`config.mk`:
```
export PLATFORM = sky130hd
export DESIGN_NAME = btn_ctrl
export DESIGN_NICKNAME = d
export VERILOG_FILES = /design/src/rtl/btn_ctrl_pkg.sv /design/src/rtl/btn_debounce.sv /design/src/rtl/btn_ctrl.sv
export SDC_FILE = /design/constraint.sdc
export NUM_CORES = 1
export LEC_CHECK = 0
export ABC_AREA = 1
export ABC_CLOCK_PERIOD_IN_PS = 1950
export CAP_MARGIN = 20
export CORE_MARGIN = 5
export CORE_UTILIZATION = 63
export CTS_BUF_LIST = sky130_fd_sc_hd__clkbuf_2
export DETAILED_ROUTE_END_ITERATION = 8
export PLACE_DENSITY = 0.91
export SYNTH_ARGS = -nofsm -noshare
export SYNTH_HDL_FRONTEND = slang
export SYNTH_SLANG_ARGS = --single-unit
```
`constraint.sdc`:
```
create_clock -name clk -period 1.95 [get_ports clk]
set_clock_uncertainty 0.2 [all_clocks]
set_input_delay 0.585 -clock clk [delete_from_list [all_inputs] [get_ports clk]]
set_output_delay 0.585 -clock clk [all_outputs]
set_load 0.01 [all_outputs]
```
`src/rtl/btn_ctrl_pkg.sv`:
```
// Shared constants for the button front-end.
// Reset values and encodings of the speed/direction controls.
package btn_ctrl_pkg;

    localparam int SW_W = 2;

    localparam logic [SW_W-1:0] SW_RST = 2'b00;
    localparam logic UD_UP = 1'b1;
    localparam logic UD_DOWN = 1'b0;
    localparam logic UD_RST = UD_UP;

endpackage

```
`src/rtl/btn_debounce.sv`:
```
// One button channel: two-flop synchroniser, debounce counter,
// and a registered one-cycle pulse on each accepted press.
module btn_debounce #(
    parameter int DEB_CNT = 500000,
    parameter int DEB_W = 19
) (
    input  logic clk,
    input  logic reset,
    input  logic btn,
    output logic level,
    output logic press
);

    localparam logic [DEB_W-1:0] CNT_MAX = DEB_W'(DEB_CNT - 1);

    logic s1_q, s1_d;
    logic s2_q, s2_d;
    logic stable_q, stable_d;
    logic press_q, press_d;
    logic [DEB_W-1:0] cnt_q, cnt_d;

    // A new level is accepted only after DEB_CNT consecutive mismatching
    // cycles; any return to the stable level clears the count.
    always_comb begin
        s1_d = btn;
        s2_d = s1_q;
        stable_d = stable_q;
        cnt_d = '0;
        press_d = 1'b0;
        if (s2_q != stable_q) begin
            if (cnt_q == CNT_MAX) begin
                stable_d = s2_q;
                press_d = s2_q;
            end else begin
                cnt_d = cnt_q + 1'b1;
            end
        end
    end

    // Channel state registers.
    always_ff @(posedge clk or negedge reset) begin
        if (!reset) begin
            s1_q <= 1'b0;
            s2_q <= 1'b0;
            stable_q <= 1'b0;
            cnt_q <= '0;
            press_q <= 1'b0;
        end else begin
            s1_q <= s1_d;
            s2_q <= s2_d;
            stable_q <= stable_d;
            cnt_q <= cnt_d;
            press_q <= press_d;
        end
    end

    assign level = stable_q;
    assign press = press_q;

endmodule

```
`src/rtl/btn_ctrl.sv`:
```
// Button front-end: speed button cycles SW, direction button toggles UD.
// Both channels are independent and may fire on the same edge.
module btn_ctrl
    import btn_ctrl_pkg::*;
#(
    parameter int DEB_CNT = 500000,
    parameter int DEB_W = 19
) (
    input  logic            clk,
    input  logic            reset,
    input  logic            BTN_SPD,
    input  logic            BTN_DIR,
    output logic [SW_W-1:0] SW,
    output logic            UD,
    output logic            SPD_EVT,
    output logic            DIR_EVT
);

    logic spd_level, dir_level;
    logic unused_levels;
    logic [SW_W-1:0] sw_q, sw_d;
    logic ud_q, ud_d;

    btn_debounce #(
        .DEB_CNT(DEB_CNT),
        .DEB_W(DEB_W)
    ) u_spd (
        .clk(clk),
        .reset(reset),
        .btn(BTN_SPD),
        .level(spd_level),
        .press(SPD_EVT)
    );

    btn_debounce #(
        .DEB_CNT(DEB_CNT),
        .DEB_W(DEB_W)
    ) u_dir (
        .clk(clk),
        .reset(reset),
        .btn(BTN_DIR),
        .level(dir_level),
        .press(DIR_EVT)
    );

    assign unused_levels = spd_level ^ dir_level;

    // Apply each press one edge after its pulse; SW wraps mod 4.
    always_comb begin
        sw_d = sw_q;
        ud_d = ud_q;
        if (SPD_EVT) begin
            sw_d = sw_q + 1'b1;
        end
        if (DIR_EVT) begin
            ud_d = (ud_q == UD_UP) ? UD_DOWN : UD_UP;
        end
    end

    // Control registers.
    always_ff @(posedge clk or negedge reset) begin
        if (!reset) begin
            sw_q <= SW_RST;
            ud_q <= UD_RST;
        end else begin
            sw_q <= sw_d;
            ud_q <= ud_d;
        end
    end

    assign SW = sw_q;
    assign UD = ud_q;

endmodule

```
==> Word-level counts from Yosys, hierarchy flattened <==
Index checks and enable logic that the tools add are counted.
{ "word_totals": {"mem_count": 0, "wordCells": 30, "mem_bits_ro": 0, "input_bits": 4, "regBits": 49, "latch_bits": 0, "mem_bits_rw": 0} }
{ "op_classes": {"bitwise": 0, "muxes": 9, "div": 0, "reduce_logical": 2, "n_shift": 0, "eq_ne": 4, "order_cmp": 0, "add_sub_neg": 3, "multipliers": 0} }
{ "ops": {"columns": ["operator", "n"], "rows": [
  ["19-bit 2-to-1 mux", 4],
  ["19-bit by 1-bit adder with 19-bit output, second input constant", 2],
  ["19-bit == test, second input constant", 2],
  ["1-bit 2-to-1 mux", 5],
  ["2-bit AND reduction", 2],
  ["2-bit by 1-bit adder with 2-bit output, second input constant", 1],
  ["1-bit != test", 2]
]} }

==> Depth between registers and ports, before layout <==
Gate-level depths: netlist (run 1).
{ "depth": {"word_depth": 3, "mapped_depth": 8, "depth_no_buf": 8} }

==> Modules after synthesis <==
A second synthesis (run 1) with hierarchy kept.
{ "hier_totals": {"cells_unflattened": 312, "hier_area_um2": 2568.7} }
{ "by_module_without_submodules": {"columns": ["module", "cells_each", "seq_area_each_um2", "n_inst", "area_each_um2"], "rows": [
  ["btn_debounce (u_spd)", 149, 575.6, 1, 1223.7],
  ["btn_debounce (u_dir)", 148, 575.6, 1, 1219.9],
  ["btn_ctrl", 15, 76.3, 1, 125.1]
]} }

==> Worst setup path before layout (run 1) <==
Ideal clock, no wire load.
{ "synth_timing": {"kind": "reg-to-reg", "start": "register u_spd.cnt_q[0]", "end": "register u_spd.cnt_q[18]", "stages_incl_launch_ff": 9, "t_arrival_ps": 1142, "required_time_ps": 1631, "path_slack_ps": 489, "cell_sequence": "dfrtp_1 -> ha_1 -> nand2_1 -> nor2_1 -> nand2_2 -> nor2_1 -> nand3_1 -> nand3_1 -> nor2_1"} }
{ "synth_via": {"elab_chain_cells": 3, "elab_cells_between_ends": 4, "cone_classes": "1 x add/sub; 1 x eq/ne; 2 x mux"} }
{ "synth_rtl": {"columns": ["element", "line_no", "rtl"], "rows": [
  ["start: declaration", "btn_debounce.sv:20", "logic [DEB_W-1:0] cnt_q, cnt_d;"],
  ["start signal: assignment", "btn_debounce.sv:52", "cnt_q <= cnt_d;"],
  ["19-bit by 1-bit adder with 19-bit output or 19-bit == test (tied branches)", "btn_debounce.sv:35, btn_debounce.sv:31", null],
  ["19-bit 2-to-1 mux *", "btn_debounce.sv:31", "if (cnt_q == CNT_MAX) begin"],
  ["19-bit 2-to-1 mux *", "btn_debounce.sv:30", "if (s2_q != stable_q) begin"],
  ["named net u_spd.cnt_d[18]", "btn_debounce.sv:20", null]
]} }
Mark *: on every way through the listed nets, which the timed path passes. The rest lies on a longest branch.
A chain may end at the register's enable or synchronous reset.

==> Final worst setup path (run 1) <==
{ "layout_timing": {"start": "register ud_q (netlist: UD)", "end": "output UD"} }
{ "layout_lines": {"columns": ["element", "line_no", "rtl"], "rows": [
  ["start: declaration", "btn_ctrl.sv:22", "logic ud_q, ud_d;"],
  ["start signal: assignment", "btn_ctrl.sv:67", "ud_q <= ud_d;"],
  ["end: declaration", "btn_ctrl.sv:14", "output logic UD,"]
]} }
No word-level cell between the ends.

==> summary.md, run 1 <==
| Metric | Value |
|---|---|
| Mapped Cells | about 350 |
| Metal1 wirelength | between 2 and 2.5 mm |
| First-pass GRT wire length | approximately 9.4 mm |
| Mux share of post-synthesis cell area | 0 |
| Commonest non-fill, non-tap cell in the layout | nor2_1 |
| Setup violators final | 1 |
| Tot Pwr | 1.557 mW |
| Antenna violations before repair | 0 |
| Max_slew headroom | 0.7509 |
| Adder-cell area share of the yosys netlist | 0.009390 |
| R2R cell count | 8 |
| Simple logic cell fraction of the synthesized area | 0.3737 |
| CP Buf/Inv Count | 1 |
| Largest family of logic cells by synthesized area | simple AND/OR/NAND/NOR gates |
| DR WL/cell | about 12 um |
| Core Footprint | 4058 um2 |
| Hold_sp | u_spd.s1_q |
| Vias in the first global route | between 2k and 2.5k |
| Post-synthesis xor/xnor area fraction | 0.07136 |
| DRC viols | 0 |
| Filler Cell Count | 318 |
| Hold Crit Class | flip-flop to flip-flop |
| Drt first-iter violations | 123 |
| Cell depth of the worst setup path | 1 |
| Number of clock sinks | 49 |
| Area of the multi-input gates | around 1300 um2 |
| Post-route ant nets | 0 |
| Met2 WL | ~2.7 mm |
| Mapped Area | ~2700 um2 |
| R2R Path Start | u_spd.cnt_q[0] |
| Worst Tran Pin Value | between 0.3 and 0.4 ns |
| Largest incremental delay on the critical path | around 0.61 ns |
| Top Ports | 9 |
| Sequential cell area | approximately 1200 um2 |
| Clk_lat worst skew | about 0.46 ns |
| First-pass iteration count of the detailed router | 4 |
| Failing checks | setup timing |
| Die Area | 5631 um2 |
| Cell Pwr Density | between 500 and 600 nW/um2 |
| CP startpoint kind | flip-flop |
| Synth unique cells | 24 |
| Commonest cells after routing, fill and taps aside | nor2_1 (99), nand2_1 (60), dfrtp_1 (48) |
| Reg2Reg Capture Point | u_spd.cnt_q[18] |
| Highest Clock Rate | 512.3 MHz |
| Syn_area_per_cell | ~7.5 um2 |
| Hold_ws | around 0.18 ns |
| CP endpoint kind | output port |
| Final wirelength | about 5.3 mm |
| Gr ovfl total | 0 |
| RSZ-0062 raised after global routing | yes |
| Register area share after synthesis | 0.4606 |
| CTS root buf | clkbuf_2 |
| Pin count of the biggest net entering global routing | 50 |
| Crit share post-route | 1.001 |
| CP arrival | 1.17 ns |
| N_diodes | 0 |
| Maximum clock path buffer count | 2 |
| Worst path cell trace | buf_6 |
| Critical path class | flip-flop to output port |
| Max Slew Vio Count | 0 |
| CTS buffer count | 5 |
| DR vias | 2259 |
| Die width | between 70 and 80 um |
| Synth Area in Compound Gates | 0.02723 |
| Post-Syn Nets | approximately 360 |
| Max VDD drop | approximately 0.36 mV |
| Met3 WL | around 240 um |
| GR Util All Layers | 0.2171 |
| CP delay by family, top | flip-flops |
| CTS H-tree depth | 2 |
| CP max FO | 2 |
| Die height | ~75 um |
| Post-DP HPWL | between 3 and 4 mm |
| Layout cell share with drive strength beyond 1 | 0.1425 |
| CTS tree | yes |
| Static Leakage | 1.283 nW |
| Final Hold Viols | 0 |
| Yosys warns | 0 |
| Status | finished with violations |
| GP Congestion | 0.9266 |
| Via density | between 5 and 6 |
| Hold Path Cell Cnt | 0 |
| Setup TNS | -0.001980 ns |
| Fin cells | between 400 and 500 |
| Synth-to-layout area growth | 9.765% |
| Critical path's slowest cell | dfstp_2 |
| Yosys reg bits | between 40 and 50 |
| Max Cap Viol | 0 |
| DR top layer | met4 |
| Hold EP | u_spd.s2_q |
| Final period demand of the worst path | a little under 2 ns |
| Port buffer count | 8 |
| Setup slack after layout | -0.001980 ns |
| CP Data Required Time | roughly 1.2 ns |
| Clock transition at path regs | 0.27 ns |
| Initial Utilization | 0.6568 |
| Pre-CTS setup slack | around 0.11 ns |
| R2R Setup Slk | around 0.27 ns |
| Row cnt | 23 |
| Cell count after placement | between 400 and 500 |
| Final net count | between 300 and 400 |
## cell usage after synthesis
cell type  number  share of area
nor3_1          6          0.011
xnor2_1         8          0.026
xor2_1         10          0.033
nor2_1         99           0.14
xor2_2          2          0.012
inv_1          39          0.055
inv_2           2         0.0028
dfstp_2         1         0.0099
nand2_1        60          0.085
nand2_2        13          0.031
nand3_2         1         0.0038
o21ai_1         3         0.0056
and2_2          1         0.0028
ha_1            2         0.0094
nor2_2          9          0.021
a31oi_1         1         0.0023
nand3_1        30          0.056
dfrtp_1        48           0.45
a21oi_1         6          0.011
and2_1          3         0.0070
o22ai_1         1         0.0023
o21ai_0         3         0.0056
nor2_4          2         0.0085
nor3b_1         3         0.0085
## stage by stage
stage          utilization  cell area, um2
2_1_floorplan            -            2665
3_3_place_gp        0.6957            2823
3_5_place_dp        0.6957            2823
4_1_cts             0.7206            2924
5_1_grt             0.7209            2925
6_report            0.7209            2925
## power by group
part | switching, mW | internal [mW] | total, mW
Sequential | 0.00977 | 1.03 | 1.04
Combinational | 0.0466 | 0.0227 | 0.0693
Clock | 0.349 | 0.0962 | 0.445
Total | 0.405 | 1.15 | 1.56
## area by class of cell
type                    count  share of cell area
clock buffers               5            0.008554
flip-flops and latches     49              0.4196
well taps                  50             0.02139
repair buffers             18             0.05004
multi-input cells         263              0.4388
clock inverters             3            0.008982
inverters                  41             0.05261
## flip-flops by register name, summed over array words and instances (netlist names)
| name | flops |
|---|---|
| u_spd.press | 1 |
| u_dir.press | 1 |
| u_spd.s2_q | 1 |
| SW | 2 |
| u_spd.level | 1 |
| u_spd.cnt_q | 19 |
| u_dir.level | 1 |
| UD | 1 |
| u_dir.s2_q | 1 |
| u_dir.cnt_q | 19 |
| u_dir.s1_q | 1 |
| u_spd.s1_q | 1 |
## worst max path at each step
stage / from / end
floorplan: u_spd.cnt_q[0] / u_spd.cnt_q[18]
global placement: UD / UD
detailed placement: UD / UD
CTS: UD / UD
global route: UD / UD
finish: UD / UD
## what timing repair did
action | CTS | global route
setup endpoints to repair | 5 | 5
hold buffers | 1 | 0
gates resized for setup | 14 | 4
setup buffers | 5 | 3
endpoints found under the hold margin | 48 | 0
## per-layer routing
layer | global-route usage | vias up
met4 | 0.09684 | 0
met1 | 0.2605 | 1058
met2 | 0.3762 | 49
li1 | - | 1138
met3 | 0.04272 | 14
met5 | 0 | -
## cells by family (layout without fill, tap and decap cells)
family | after synthesis | after routing
AO/OA/AOI/OAI | 14 | 14
XOR/XNOR | 20 | 20
adder cells (fa/ha/maj) | 2 | 2
buffers and inverters | 41 | 67
flip-flops | 49 | 49
AND/OR/NAND/NOR | 227 | 227
Power figures use the tool's default switching activity.
==> run 2: changes to the inputs <==
--- a/config.mk
+++ b/config.mk
@@ -12,6 +12,8 @@
 export CORE_UTILIZATION = 63
 export CTS_BUF_LIST = sky130_fd_sc_hd__clkbuf_2
 export DETAILED_ROUTE_END_ITERATION = 8
+export GPL_TIMING_DRIVEN = 0
+export MAX_ROUTING_LAYER = met4
 export PLACE_DENSITY = 0.91
 export SYNTH_ARGS = -nofsm -noshare
 export SYNTH_HDL_FRONTEND = slang
==> run 2 against run 1 <==
Against the previous run: the flow now finishes without violations; hold slack improved by 0.015 ns; critical path depth unchanged; combinational power up 0.9%; sequential power hardly changed; utilization rose by 0.15 points; first-iteration DRC count increased by 87%; clock power fell by 1%; sequential share of layout area shrank 0.089 points; total power down 0.36%; fmax up 1.1%; largest power group unchanged.
==> summary.md, run 2 (synthesis gave the netlist of run 1 again) <==
| Metric | Value |
|---|---|
| Cell Pwr Density | 529.1 nW/um2 (was 532.1 nW/um2) |
| Reg2Reg Capture Point | u_dir.cnt_q[8] (was u_spd.cnt_q[18]) |
| Vias in the first global route | 2166 (was 2174) |
| Cell count after placement | 412 (unchanged) |
| Setup violators final | 0 (was 1) |
| Filler Cell Count | 327 (was 318) |
| CTS tree | yes (unchanged) |
| Die height | 75.04 um (unchanged) |
| Final net count | 385 (was 384) |
| Hold Path Cell Cnt | 0 (unchanged) |
| Final period demand of the worst path | 1.932 ns (was 1.952 ns) |
| N_diodes | 0 (unchanged) |
| CP max FO | 2 (unchanged) |
| Largest incremental delay on the critical path | 0.61 ns (about the same) |
| Max_slew headroom | 0.6346 (was 0.7509) |
| Highest Clock Rate | 517.7 MHz (was 512.3 MHz) |
| DRC viols | 0 (unchanged) |
| CTS root buf | clkbuf_2 (unchanged) |
| Sequential cell area | 1227 um2 (unchanged) |
| Max Cap Viol | 0 (unchanged) |
| Top Ports | 9 (unchanged) |
| Hold Crit Class | flip-flop to flip-flop (unchanged) |
| Hold EP | u_spd.s2_q (unchanged) |
| Drt first-iter violations | 230 (was 123) |
| Final wirelength | 5.346 mm (was 5.307 mm) |
| Area of the multi-input gates | 1284 um2 (unchanged) |
| Initial Utilization | 0.6568 (unchanged) |
| Commonest non-fill, non-tap cell in the layout | nor2_1 (unchanged) |
| Clock transition at path regs | 0.27 ns (about the same) |
| Port buffer count | 8 (unchanged) |
| Static Leakage | 1.290 nW (was 1.283 nW) |
| Gr ovfl total | 0 (unchanged) |
| R2R cell count | 8 (unchanged) |
| CP delay by family, top | flip-flops (unchanged) |
| Worst Tran Pin Value | 0.5481 ns (was 0.3733 ns) |
| CP Buf/Inv Count | 1 (unchanged) |
| Final core utilization | 0.7225 (was 0.7209) |
| First-pass iteration count of the detailed router | 4 (unchanged) |
| Critical path's slowest cell | dfstp_2 (unchanged) |
| Die width | 75.04 um (unchanged) |
| R2R Path Start | u_dir.cnt_q[0] (was u_spd.cnt_q[0]) |
| Antenna violations before repair | 0 (unchanged) |
| Final Hold Viols | 0 (unchanged) |
| Pin count of the biggest net entering global routing | 27 (was 50) |
| Number of clock sinks | 49 (unchanged) |
| CTS buffer count | 5 (unchanged) |
| Final instance area | 2932 um2 (was 2925 um2) |
| Hold_sp | u_spd.s1_q (unchanged) |
| GR Util All Layers | 0.2267 (was 0.2171) |
| Status | finished clean (was finished with violations) |
| Core Footprint | 4058 um2 (unchanged) |
| CP Data Required Time | 1.16 ns (about the same) |
| DR WL/cell | 12.43 um (was 12.37 um) |
| Via density | 5.247 (was 5.266) |
| Commonest cells after routing, fill and taps aside | nor2_1 (99), nand2_1 (60), dfrtp_1 (48) (unchanged) |
| DR vias | 2256 (was 2259) |
| CP endpoint kind | output port (unchanged) |
| DP Area | 2823 um2 (unchanged) |
| Max Slew Vio Count | 0 (unchanged) |
| R2R Setup Slk | 0.25 ns (was 0.27 ns) |
| Crit share post-route | 0.9905 (was 1.001) |
| Post-DP HPWL | 3.905 mm (was 3.868 mm) |
| Critical path class | flip-flop to output port (unchanged) |
| Clk_lat worst skew | 0.44 ns (was 0.46 ns) |
| Layout cell share with drive strength beyond 1 | 0.1447 (was 0.1425) |
| Worst path cell trace | buf_6 (unchanged) |
| CP startpoint kind | flip-flop (unchanged) |
| Max VDD drop | 0.4392 mV (was 0.3614 mV) |
| Die Area | 5631 um2 (unchanged) |
| CP arrival | 1.15 ns (was 1.17 ns) |
| Maximum clock path buffer count | 2 (unchanged) |
| RSZ-0062 raised after global routing | yes (unchanged) |
| Post-route ant nets | 0 (unchanged) |
| Row cnt | 23 (unchanged) |
| First-pass GRT wire length | 9.459 mm (was 9.363 mm) |
| CTS H-tree depth | 2 (unchanged) |
| Fin cells | 430 (was 429) |
| Synth-to-layout area growth | 10.00% (was 9.765%) |
| GP Congestion | 0.9613 (was 0.9266) |
-- run 2: cell count changes in the layout (fill, tap and decap cells not counted) --
cell        change
buf_4           +1
buf_2           -1
clkinv_4        +1
inv_6           +1
clkbuf_2        +1
inv_8           -1
clkinvlp_4      -1
-- run 2: worst max path at each step --
stage | start | end | slack, ns | cells past startpoint
floorplan | u_spd.cnt_q[0] | u_spd.cnt_q[18] | 0.49 | 8
global placement | reset | u_spd.cnt_q[10] | -1.21 | 1
detailed placement | UD | UD | 0.11 | 1
CTS | UD | UD | -0.01 | 1
global route | UD | UD | -0.06 | 1
finish | UD | UD | 0.02 | 1
-- run 2: final cells by class --
cell class,count,share of cell area
inverters,41,0.05250
flip-flops and latches,49,0.4187
well taps,50,0.02134
multi-input cells,263,0.4379
clock buffers,5,0.008536
clock inverters,3,0.008536
repair buffers,19,0.05250
-- run 2: power breakdown --
group	internal (mW)	total (mW)	switching (mW)
registers	1.03	1.04	0.00993
clock network	0.0954	0.439	0.343
logic	0.0224	0.0699	0.0474
total	1.15	1.55	0.401
-- run 2: timing repair --
action / in CTS / in global routing
setup endpoints to repair: 5 / 5
gates resized for setup: 13 / 4
hold buffers: 1 / 0
hold endpoints to repair: 22 / 0
cloned: 0 / 0
setup buffers: 5 / 4
-- run 2: stage by stage --
| step | hold slack (ns) | setup TNS [ns] | worst slack [ns] | power, mW |
|---|---|---|---|---|
| finish | 0.1900 | 0 | 0.01847 | 1.551 |
| global route | 0.2128 | -0.06205 | -0.06205 | 1.630 |
| CTS | 0.2027 | -0.01320 | -0.01320 | 1.579 |
| detailed placement | 0.1357 | 0 | 0.1051 | 1.130 |
| global placement | 0.1324 | -58.57 | -1.207 | 1.122 |
| floorplan | 0.08941 | 0 | 0.4894 | 1.089 |
-- run 2: per-layer routing --
layer	track usage	up-vias	part of all wire
li1	-	1138	-
met1	0.2733	1050	0.43
met2	0.3772	56	0.50
met3	0.04539	12	0.047
met4	0.08103	0	0.018
met5	-	-	0
==> patch, RTL diff (config.mk and constraints of run 2) <==
Make the reset (`reset`) synchronous in 2 clocked blocks.
--- a/src/rtl/btn_debounce.sv
+++ b/src/rtl/btn_debounce.sv
@@ -39,5 +39,5 @@
 
     // Channel state registers.
-    always_ff @(posedge clk or negedge reset) begin
+    always_ff @(posedge clk) begin
         if (!reset) begin
             s1_q <= 1'b0;
--- a/src/rtl/btn_ctrl.sv
+++ b/src/rtl/btn_ctrl.sv
@@ -59,5 +59,5 @@
 
     // Control registers.
-    always_ff @(posedge clk or negedge reset) begin
+    always_ff @(posedge clk) begin
         if (!reset) begin
             sw_q <= SW_RST;
Function: same outputs for any inputs over 10 cycles, from zero or initial values and one cycle with reset low; that may be too few to reach the edited logic, so the function may still have changed.
==> patch against run 2 <==
Synthesized cell count fell by 5.4%; critical path type unchanged; critical endpoint is now DIR_EVT; utilization shrank 1.2 points; first-iteration DRC count is 45% lower; routed wire length decreased by 8.7%; sequential cell count unchanged; area after synthesis fell by 9.6%; global-route usage decreased by 1.6 points; cell area shrank 11%; sequential share of layout area decreased by 4.2 points; worst setup slack gained 0.063 ns.
Power is not compared: it rests on default switching activity, and its combinational part moved more than twofold at a synthesized area within 25%.
==> patch: results (changes against run 2) <==
dp_cells: 389  # -5.6%
power_switching_w: 0.000337
avgSynthCellArea_um2: 7.21  # -4.5%
dp_slack_ns: 0.157  # +0.0523 ns
finalNonFillerCells: 402  # -6.5%
drive_above_1_share_pct: 14.7  # +0.22 points
synth_commonest_cells: "nand2_1 (80), nor2_1 (60), dfxtp_1 (49), inv_1 (34), nand3_1 (19)"
synth.distinct_cells: 31  # +29%
routed_via_density: 5.27  # +0.37%
tightest_slew_ns: 0.289  # -0.260 ns
grt_pass1_vias: 2058  # -5.0%
cp.arrival_ns: 1.08  # -0.07 ns
grt_use_total_pct: 21.0  # -1.6 points
drtIter0Drc: 127  # -45%
crit_slowest_cell: "dfxtp_2"
wire_per_inst_um: 12.1  # -2.4%
hp-class: "input port to register"
place.gp.congestion: 0.924  # -3.9%
grt_max_degree: 16  # -41%
io_buffers: 7  # -1
combPwrFrac_pct: 2.0
clk_latency_ns: 0.43
numCtsBuffers: 5  # unchanged
synth-main-ff-cell: "dfxtp_1"
fillers: 286  # -13%
grt_pass1_wl_um: 8440  # -11%
path_clk_slew_ns: 0.25  # -0.02 ns
max_stage_delay_ns: 0.38  # -0.23 ns
synthTopCellsByArea: "dfxtp_1 (41%), nand2_1 (12%), nor2_1 (9.4%)"
seq_area_frac_synth_pct: 40.7  # -5.3 points
dpl.hpwl_um: 3450  # -12%
synth_nets: 340  # -5.3%
status: "completed"
fin_nets: 359  # -6.8%
synthArstFlopShare_pct: 0  # -100 points
crit_family: "flip-flops"
power_w: 0.00144
cts.path.max_buffers: 2  # unchanged
[patch: worst reg2reg max path: stages, from the launching register on]
cell and delay (ns):
dfxtp_1 0.48, ha_1 0.32, nand3_4 0.16, clkinv_2 0.11
nand2_1 0.09, o21ai_0 0.23, nand2_1 0.09, nand2_1 0.07
inv_1 0.03
[patch: final timing paths]
check | from | end | slack [ns] | cells past startpoint
max | u_dir.press | DIR_EVT | 0.08 | 1
min | reset | UD | 0.19 | 2
max reg2reg | u_dir.cnt_q[0] | u_dir.cnt_q[16] | 0.11 | 8
min reg2reg | u_spd.s1_q | u_spd.s2_q | 0.24 | 2
[patch: metrics by stage]
step	TNS (ns)	instance area [µm²]
floorplan	0	2410
global route	-0.0953	2620
global placement	0	2540
CTS	0	2610
detailed placement	0	2540
finish	0	2620
[patch: logic make-up (layout without fill, tap and decap cells)]
kind of cell,Yosys count,count (layout),share of synthesized area (%)
compound gates,25,25,6.08
xor+xnor,14,14,5.09
fa+ha+maj,2,2,1.04
buf+inv,39,59,7.17
flops,49,49,40.7
simple gates,205,205,39.9
[patch: layout make-up]
cell class	count	share of cell area, %
clock inverters	3	0.668
inverters	36	5.20
repair buffers	12	3.96
plain buffers	3	1.38
well taps	48	2.29
flip-flops and latches	49	37.7
multi-input cells	246	47.9
clock buffers	5	0.955
[patch: what timing repair did]
item,CTS,global route
setup buffers,4,1
cloned,0,0
gates resized for setup,10,2
setup endpoints to repair,5,2
[patch: per-layer routing]
| layer | track usage (%) | part of all wire (%) | wire length (µm) |
|---|---|---|---|
| met3 | 5.33 | 3.6 | 177 |
| met4 | 11.9 | 4.6 | 222 |
| met2 | 35.9 | 50 | 2450 |
| met1 | 21.9 | 42 | 2030 |
| met5 | - | 0 | 0 |
